--- config.mk ---
export PLATFORM = sky130hd
export DESIGN_NAME = forth_loader
export DESIGN_NICKNAME = d
export VERILOG_FILES = /design/src/rtl/forth_pkg.sv /design/src/rtl/forth_loader.sv
export SDC_FILE = /design/constraint.sdc
export NUM_CORES = 1
export LEC_CHECK = 0
export CORE_MARGIN = 10
export CORE_UTILIZATION = 42
export DETAILED_ROUTE_END_ITERATION = 8
export GPL_TIMING_DRIVEN = 1
export HOLD_SLACK_MARGIN = 0.02
export PLACE_DENSITY_LB_ADDON = 0.12
export SYNTH_ARGS = -nofsm -noshare
export SYNTH_HDL_FRONTEND = slang
export SYNTH_SLANG_ARGS = --single-unit
--- constraint.sdc ---
create_clock -name Clk -period 2.7 [get_ports Clk]
set_input_delay 0.54 -clock Clk [delete_from_list [all_inputs] [get_ports Clk]]
set_output_delay 0.54 -clock Clk [all_outputs]
set_load 0.005 [all_outputs]
--- src/rtl/forth_pkg.sv ---
// Shared types and constants for the Forth program loader.
package forth_pkg;

    localparam int WORD_W = 16;
    localparam int BYTE_W = 8;
    localparam logic [BYTE_W-1:0] SYNC_DEFAULT = 8'hA5;

    typedef enum logic [2:0] {
        IDLE,
        LEN_LO,
        LEN_HI,
        DATA_LO,
        DATA_HI,
        CSUM,
        DONE,
        ERROR
    } state_t;

endpackage

--- src/rtl/forth_loader.sv ---
// Byte-stream loader: writes a framed image into instruction memory, then releases the core.
// Define FORTH_LOADER_CSUM_EN to require a trailing checksum byte on every frame.
//
// state   | meaning
// IDLE    | waiting for SYNC, discarding other bytes
// LEN_LO  | expecting word-count low byte
// LEN_HI  | expecting word-count high byte, bound check
// DATA_LO | expecting low byte of next word
// DATA_HI | expecting high byte, issues memory write
// CSUM    | expecting checksum byte (checksum builds only)
// DONE    | image loaded, core released, discarding until SYNC
// ERROR   | frame rejected, core held, discarding until SYNC
module forth_loader
    import forth_pkg::*;
#(
    parameter int                IM_WORDS = 256,
    parameter logic [BYTE_W-1:0] SYNC     = SYNC_DEFAULT
) (
    input  logic              Clk,
    input  logic              Rst,
    input  logic [BYTE_W-1:0] InData,
    input  logic              InValid,
    output logic              InReady,
    output logic              ImWE,
    output logic [WORD_W-1:0] ImAddr,
    output logic [WORD_W-1:0] ImWData,
    output logic              CoreRst,
    output logic              Busy,
    output logic              Done,
    output logic              Err
);

    localparam int IDX_W = $clog2(IM_WORDS) + 1;
    localparam logic [WORD_W:0] LEN_MAX = (WORD_W + 1)'(IM_WORDS);

`ifdef FORTH_LOADER_CSUM_EN
    localparam state_t END_STATE = CSUM;
`else
    localparam state_t END_STATE = DONE;
`endif

    state_t            state_q, state_n;
    logic [IDX_W-1:0]  index_q, index_n;
    logic [IDX_W-1:0]  len_q, len_n;
    logic [BYTE_W-1:0] len_lo_q, len_lo_n;
    logic [BYTE_W-1:0] lo_q, lo_n;
    logic              we_q, we_n;
    logic [WORD_W-1:0] addr_q, addr_n;
    logic [WORD_W-1:0] wdata_q, wdata_n;
    logic              core_rst_q, core_rst_n;
    logic              busy_q, busy_n;
    logic              done_q, done_n;
    logic              err_q, err_n;
`ifdef FORTH_LOADER_CSUM_EN
    logic [BYTE_W-1:0] csum_q, csum_n;
`endif

    logic              accept;
    logic [WORD_W-1:0] full_len;
    logic [IDX_W-1:0]  index_inc;

    // A write cycle always stalls the byte port, so a byte can never race a write.
    assign InReady   = !we_q;
    assign accept    = InValid && !we_q;
    assign full_len  = {InData, len_lo_q};
    assign index_inc = index_q + IDX_W'(1);

    assign ImWE    = we_q;
    assign ImAddr  = addr_q;
    assign ImWData = wdata_q;
    assign CoreRst = core_rst_q;
    assign Busy    = busy_q;
    assign Done    = done_q;
    assign Err     = err_q;

    always_ff @(posedge Clk or posedge Rst) begin
        if (Rst) begin
            state_q    <= IDLE;
            index_q    <= '0;
            len_q      <= '0;
            len_lo_q   <= '0;
            lo_q       <= '0;
            we_q       <= 1'b0;
            addr_q     <= '0;
            wdata_q    <= '0;
            core_rst_q <= 1'b1;
            busy_q     <= 1'b0;
            done_q     <= 1'b0;
            err_q      <= 1'b0;
        end else begin
            state_q    <= state_n;
            index_q    <= index_n;
            len_q      <= len_n;
            len_lo_q   <= len_lo_n;
            lo_q       <= lo_n;
            we_q       <= we_n;
            addr_q     <= addr_n;
            wdata_q    <= wdata_n;
            core_rst_q <= core_rst_n;
            busy_q     <= busy_n;
            done_q     <= done_n;
            err_q      <= err_n;
        end
    end

`ifdef FORTH_LOADER_CSUM_EN
    always_ff @(posedge Clk or posedge Rst) begin
        if (Rst) begin
            csum_q <= '0;
        end else begin
            csum_q <= csum_n;
        end
    end
`endif

    always_comb begin
        state_n    = state_q;
        index_n    = index_q;
        len_n      = len_q;
        len_lo_n   = len_lo_q;
        lo_n       = lo_q;
        we_n       = 1'b0;
        addr_n     = addr_q;
        wdata_n    = wdata_q;
        core_rst_n = core_rst_q;
        busy_n     = busy_q;
        done_n     = done_q;
        err_n      = err_q;
`ifdef FORTH_LOADER_CSUM_EN
        csum_n     = csum_q;
`endif

        if (accept) begin
            case (state_q)
                IDLE, DONE, ERROR: begin
                    if (InData == SYNC) begin
                        state_n    = LEN_LO;
                        done_n     = 1'b0;
                        err_n      = 1'b0;
                        busy_n     = 1'b1;
                        core_rst_n = 1'b1;
                    end
                end
                LEN_LO: begin
                    len_lo_n = InData;
                    state_n  = LEN_HI;
                end
                LEN_HI: begin
                    // Bounding LEN here is what keeps the word index from wrapping memory.
                    if (full_len == '0) begin
                        state_n = END_STATE;
                    end else if ({1'b0, full_len} > LEN_MAX) begin
                        state_n = ERROR;
                    end else begin
                        len_n   = full_len[IDX_W-1:0];
                        index_n = '0;
                        state_n = DATA_LO;
                    end
                end
                DATA_LO: begin
                    lo_n    = InData;
                    state_n = DATA_HI;
                end
                DATA_HI: begin
                    we_n    = 1'b1;
                    wdata_n = {InData, lo_q};
                    addr_n  = WORD_W'({index_q, 1'b0});
                    index_n = index_inc;
                    state_n = (index_inc == len_q) ? END_STATE : DATA_LO;
                end
`ifdef FORTH_LOADER_CSUM_EN
                CSUM: begin
                    state_n = (BYTE_W'(csum_q + InData) == '0) ? DONE : ERROR;
                end
`endif
                default: begin
                    state_n = ERROR;
                end
            endcase
        end

`ifdef FORTH_LOADER_CSUM_EN
        if (accept) begin
            if (state_q inside {IDLE, DONE, ERROR}) begin
                csum_n = '0;
            end else if (state_q inside {LEN_LO, LEN_HI, DATA_LO, DATA_HI}) begin
                csum_n = csum_q + InData;
            end
        end
`endif

        if (state_n == DONE && state_q != DONE) begin
            busy_n     = 1'b0;
            done_n     = 1'b1;
            core_rst_n = 1'b0;
        end
        if (state_n == ERROR && state_q != ERROR) begin
            busy_n     = 1'b0;
            err_n      = 1'b1;
            core_rst_n = 1'b1;
        end
    end

endmodule

==> results of run 1 <==
[per-layer routing]
layer / vias to the layer above / wire, um / GRT usage
met5: - / 0 / 0
met2: 45 / 3480 / 0.2134
met3: 6 / 390 / 0.04878
met4: 0 / 82 / 0.04103
met1: 1198 / 3320 / 0.1606
li1: 1184 / - / -
[flip-flops by register name, indices dropped and copies added, names as in the netlist, 3 cells and up]
signal / cells
len_lo_q: 8
index_q: 9
state_q: 3
lo_q: 8
ImAddr: 9
len_q: 9
ImWData: 16
[cell families (layout without fill, tap and decap cells)]
| group | Yosys count | count (layout) | synth area share |
|---|---|---|---|
| xor gates and xnor gates | 12 | 12 | 0.04146 |
| and+or+nand+nor | 137 | 137 | 0.1969 |
| buffers and inverters | 31 | 81 | 0.05835 |
| AOI/OAI and AO/OA | 44 | 44 | 0.09713 |
| DFF | 67 | 67 | 0.5148 |
| muxes | 25 | 25 | 0.08637 |
| adders and majority gates | 1 | 1 | 0.003838 |
| other | 1 | 7 | 0.001151 |
[metrics by stage]
stage                     setup TNS (ns)  total power, uW  setup WS, ns    util
final                                  0             2046        0.2702  0.5254
after global routing                   0             2140       0.06281  0.5254
after CTS                              0             2070        0.2727  0.5254
after detailed placement         -0.2365             1210      -0.07482  0.4992
after global placement           -0.1102             1207      -0.04207  0.4992
after floorplan                        0             1139        0.4328       -
[power breakdown]
group          internal [uW]  switching, uW  total (uW)  leakage [uW]
registers               1040           18.4        1050      0.000897
clock network            432            428         860     0.0000962
logic                   71.4           60.8         132      0.000921
total                   1540            507        2050       0.00191
[critical path, stage by stage (launching register included)]
cell	delay, ns
dfrtp_1	0.37
ha_1	0.32
xor3_1	0.26
or3_1	0.33
a21oi_2	0.20
o211ai_1	0.14
a221o_1	0.41
o32ai_2	0.25
o21ai_1	0.09
[path summary, 6_finish.rpt]
check / start / endpoint
worst max-delay path: index_q[0]$_DFFE_PP0P_ / CoreRst$_DFFE_PP1P_
worst min-delay path: lo_q[0]$_DFFE_PP0P_ / ImWData[0]$_DFFE_PP0P_
worst max register to register: index_q[0]$_DFFE_PP0P_ / CoreRst$_DFFE_PP1P_
worst min register to register: lo_q[0]$_DFFE_PP0P_ / ImWData[0]$_DFFE_PP0P_
max in group asynchronous: Rst / CoreRst$_DFFE_PP1P_
min in group asynchronous: Rst / ImAddr[1]$_DFFE_PP0P_
[layout make-up]
| class | instances | area, um2 |
|---|---|---|
| tap | 102 | 127.6 |
| timing repair buffer | 57 | 568.0 |
| inverter | 8 | 30.03 |
| clock inverter | 7 | 76.32 |
| clock buffer | 9 | 123.9 |
| fill | 724 | 3630 |
| multi-input combinational | 226 | 1414 |
| sequential | 67 | 1678 |
[placed cells by master, fill, tap and decap left out, types with 2 or more instances in the layout]
cell type	synthesis	routed
nand3b_1	2	2
dfrtp_1	66	66
and3_1	2	2
or3_2	2	2
conb_1	1	7
o41ai_1	3	3
a21bo_2	2	2
buf_4	8	13
buf_12	0	3
xor2_1	4	4
xnor2_1	5	5
mux2_2	25	25
clkbuf_8	1	9
clkinvlp_4	0	2
nor2_1	8	8
inv_1	8	7
xnor2_2	2	2
nand4_1	3	3
o2111ai_1	2	2
inv_6	0	2
nor3_1	2	2
and2_1	2	2
a21oi_1	6	6
o31ai_1	4	4
clkdlybuf4s50_1	0	41
nor4_1	5	5
o21ai_0	14	14
nand3_1	9	9
or3_1	2	2
nand2_1	90	90
==> flow_summary_export.csv, run 1 <==
group,metric,value,unit
synthesis,synthTopCellsByArea,"dfrtp_1 (51%), nand2_1 (10%), mux2_2 (8.6%)",
placed_design,portBuffers,41,
sta,layout_min_cycle_time,2.430,ns
die,fp-row-count,32,
global_route,grt_antenna_before_repair,0,
detailed_routing,via_per_inst,5.111,
clock_network,cts_hold_buffers,0,
sta,worst_clock_skew,0.007048,ns
sta,final_hold_viol_count,0,
synthesis,synth_top_area_frac,0.5067,
detailed_routing,firstDrtPassIters,4,
min_path,hold_path_class,"reg2reg",
synthesis,yosysUniqueCellTypes,56,
layout,final_cells,476,
clock_network,clock-sinks,67,
min_path,whs_path_depth,2,
clock_network,ctsRootBufferMaster,"clkbuf_8",
detailed_routing,drtAntennaViolNets,0,
synthesis,yosysSeqAreaShare,0.5148,
global_route,grt_overflow_total,0,
synthesis,yosysWarnings,0,
sta,hold-worst-slack,0.4689,ns
detailed_routing,vias,2433,
sta,rsz0062_at_grt,"false",
global_route,grt_pass1_vias,2530,
critical_path,worstPathRequired,2.98,ns
clock_network,cts-buffers-inserted,9,
detailed_routing,wl,7.273,mm
layout,stdcell_area,4018,um2
placed_design,place_area,3817,um2
layout,num-nets-final,381,
synthesis,synth_area_leader_cell,"dfrtp_1",
die,pin_count,49,
detailed_routing,routedWlPerCell,15.28,um
power_and_ir_drop,power_density,509.2,nW/um2
run_status,status,"completed",
clock_network,clockBufferDepth,2,
placed_design,dp_hpwl,5.144,mm
die,dieHeight,108.1,um
clock_network,cts_resized,0,
layout,drive_gt1_frac,0.2086,
synthesis,async_reset_ff_frac,1.000,
synthesis,synth.most_common_cell,"nand2_1",
sta,finalMaxSlewViolations,0,
detailed_routing,drt_iter0_drc,82,
critical_path,worst_setup_path_end_kind,"flop",
die,start_util,0.4262,
placed_design,dp.cells,460,
clock_network,clk_pin_slew,0.08,ns
critical_path,critPathKind,"reg2reg",
sta,fin_crit_sh,0.8999,
global_route,grt.total_usage,0.1322,
clock_network,cts-htree-levels,3,
synthesis,ys_ff_latch,67,
sta,final-setup-viol-count,0,
die,die_w,108.1,um
clock_network,cts_tree,"done",
synthesis,synth_edf_count,0,
power_and_ir_drop,cellLeakagePower,0.001915,uW
layout,antenna_cells,0,
critical_path,startpoint_type,"flop",
layout,areaGrowthSynthToFinish,23.26,%
synthesis,syn_area,3259,um2
sta,slew_headroom,0.6391,
critical_path,path_max_fanout,7,
global_route,grt_pass1_wl,12.34,mm
die,core_area,7647,um2
placed_design,gp_congestion,0.8562,
synthesis,synth-main-ff-cell,"dfrtp_1",
synthesis,postSynthAreaPerCell,10.25,um2
job,maxCapViolations,0,
power_and_ir_drop,ir_drop,0.3159,mV
sta,max_slew.worst_pin.slew,0.5394,ns
clock_network,insertion_delay,0.35,ns
synthesis,netlist_top_cells_count,"nand2_1 (90), dfrtp_1 (66), mux2_2 (25), o21ai_0 (14), nand3_1 (9)",
clock_network,cts_setup_buffers,0,
die,die_area,11680,um2
global_route,grt_max_degree,68,
critical_path,rrSetupSlack,0.27,ns
synthesis,synthCells,318,
critical_path,cp_data_arrival_time,2.71,ns
critical_path,reg2reg_depth,8,
sta,clock.fmax,411.6,MHz
detailed_routing,drc,0,
No activity file was read; power rests on OpenSTA's default activity.
==> run 2, diff against run 1 <==
--- a/config.mk
+++ b/config.mk
@@ -8,7 +8,7 @@
 export CORE_MARGIN = 10
 export CORE_UTILIZATION = 42
 export DETAILED_ROUTE_END_ITERATION = 8
-export GPL_TIMING_DRIVEN = 1
+export GPL_TIMING_DRIVEN = 0
 export HOLD_SLACK_MARGIN = 0.02
 export PLACE_DENSITY_LB_ADDON = 0.12
 export SYNTH_ARGS = -nofsm -noshare
==> run 2 against run 1 <==
Effect of this change:
- cell area down 0.65%
- cell count up 1.3%
- die area unchanged
- critical endpoint unchanged
==> flow_summary_export.csv, run 2 (synthesis gave the netlist of run 1 again) <==
group,metric,value,unit
run_status,status,"completed",
clock_network,insertion_delay,0.35,ns
job,maxCapViolations,0,
sta,layout_min_cycle_time,2.524,ns
clock_network,cts_hold_buffers,0,
layout,num-nets-final,387,
clock_network,clockBufferDepth,2,
sta,finalMaxSlewViolations,0,
sta,final_hold_viol_count,0,
global_route,grt_max_degree,68,
clock_network,clk_pin_slew,0.08,ns
critical_path,critPathKind,"in2reg",
detailed_routing,via_per_inst,5.124,
critical_path,startpoint_type,"input port",
power_and_ir_drop,power.total,1928,uW
detailed_routing,wl,7.412,mm
power_and_ir_drop,cellLeakagePower,0.001908,uW
placed_design,portBuffers,41,
layout,fillCellCount,699,
global_route,grt_pass1_vias,2444,
sta,final-setup-viol-count,0,
global_route,grt_overflow_total,0,
detailed_routing,drc,0,
placed_design,place_area,3822,um2
clock_network,ctsRootBufferMaster,"clkbuf_8",
critical_path,path_max_fanout,5,
layout,areaGrowthSynthToFinish,22.46,%
global_route,grt.total_usage,0.1349,
sta,setup_tns,0,ns
layout,stdcell_area,3991,um2
die,core_area,7647,um2
detailed_routing,drt_iter0_drc,58,
clock_network,cts-buffers-inserted,9,
sta,rsz0062_at_grt,"false",
layout,final_cell_mix,"nand2_1 (90), dfrtp_1 (65), clkdlybuf4s50_1 (41)",
placed_design,pre_cts_ws,-0.1951,ns
clock_network,cts-htree-levels,3,
power_and_ir_drop,power_density,483.0,nW/um2
power_and_ir_drop,ir_drop,0.3173,mV
global_route,grt_pass1_wl,12.51,mm
detailed_routing,firstDrtPassIters,4,
clock_network,cts_tree,"done",
sta,worst_clock_skew,0.007924,ns
sta,clock.fmax,396.2,MHz
detailed_routing,routedWlPerCell,15.38,um
min_path,hold_path_class,"reg2reg",
detailed_routing,drtAntennaViolNets,0,
critical_path,worstPathRequired,2.98,ns
die,die_area,11680,um2
die,start_util,0.4262,
sta,slew_headroom,0.4194,
layout,drive_gt1_frac,0.2079,
die,die_w,108.1,um
detailed_routing,vias,2470,
die,dieHeight,108.1,um
placed_design,gp_congestion,0.8331,
sta,max_slew.worst_pin.slew,0.8637,ns
die,pin_count,49,
placed_design,dp_hpwl,5.228,mm
sta,fin_crit_sh,0.9347,
layout,layout_commonest_cell,"nand2_1",
critical_path,worst_setup_path_end_kind,"flop",
global_route,grt_antenna_before_repair,0,
layout,antenna_cells,0,
critical_path,cp_data_arrival_time,2.80,ns
clock_network,clock-sinks,67,
die,fp-row-count,32,
sta,postLayoutSetupSlackWorst,0.1763,ns
layout,largest_reg_flops,16,
layout,final_util,0.5219,
==> run 2: cell count changes in the layout (fill, tap and decap cells not counted), sizes merged <==
cell,previous run,this run
clkinv,2,4
bufinv,1,0
inv,10,8
clkbuf,9,16
==> run 2: final cells by class <==
| class | count | area, um2 | share of cell area |
|---|---|---|---|
| inverter | 8 | 32.53 | 0.008150 |
| clock inverter | 6 | 42.54 | 0.01066 |
| timing repair buffer | 41 | 410.4 | 0.1028 |
| tap | 102 | 127.6 | 0.03197 |
| buffer | 22 | 157.7 | 0.03950 |
| sequential | 67 | 1679 | 0.4207 |
| multi-input combinational | 226 | 1414 | 0.3542 |
| clock buffer | 10 | 127.6 | 0.03197 |
==> run 2: worst max-delay path, stage by stage <==
cell             delay [ns]
clkdlybuf4s50_1        0.52
or4_4                  0.61
or3_1                  0.41
o221a_2                0.31
a21bo_2                0.22
o32ai_2                0.09
o21ai_1                0.10
==> run 2: worst paths after layout <==
path / startpoint / end / slack (ns) / cells after the start
worst max-delay path: InData[1] / CoreRst$_DFFE_PP1P_ / 0.18 / 7
worst min-delay path: lo_q[7]$_DFFE_PP0P_ / ImWData[7]$_DFFE_PP0P_ / 0.47 / 2
worst max register to register: index_q[0]$_DFFE_PP0P_ / CoreRst$_DFFE_PP1P_ / 0.20 / 9
worst min register to register: lo_q[7]$_DFFE_PP0P_ / ImWData[7]$_DFFE_PP0P_ / 0.47 / 2
max in group asynchronous: Rst / index_q[0]$_DFFE_PP0P_ / 1.43 / 2
min in group asynchronous: Rst / ImAddr[2]$_DFFE_PP0P_ / 0.71 / 2
==> run 2: through the flow <==
step | hold WS, ns | std cells
floorplan | 0.4331 | 324
global placement | 0.4525 | 467
detailed placement | 0.4579 | 467
CTS | 0.4701 | 483
global route | 0.4922 | 482
finish | 0.4664 | 482
==> run 2: per-layer routing <==
metal,vias up,part of all wire,global-route usage,wire length (um)
li1,1197,-,-,-
met5,-,0,0,0
met4,0,0.023,0.06966,172
met1,1203,0.46,0.1720,3414
met2,56,0.47,0.2082,3466
met3,14,0.048,0.03272,358
==> run 2: where the power goes <==
group	total [uW]	switching, uW	internal [uW]
Clock	742	409	333
Sequential	1050	19.3	1040
Combinational	131	60.5	70.7
Total	1930	489	1440
==> run 2: repair_timing <==
item	4_1_cts	5_1_grt
setup endpoints to repair	0	19
buffers inserted	0	0
gates resized for setup	0	3
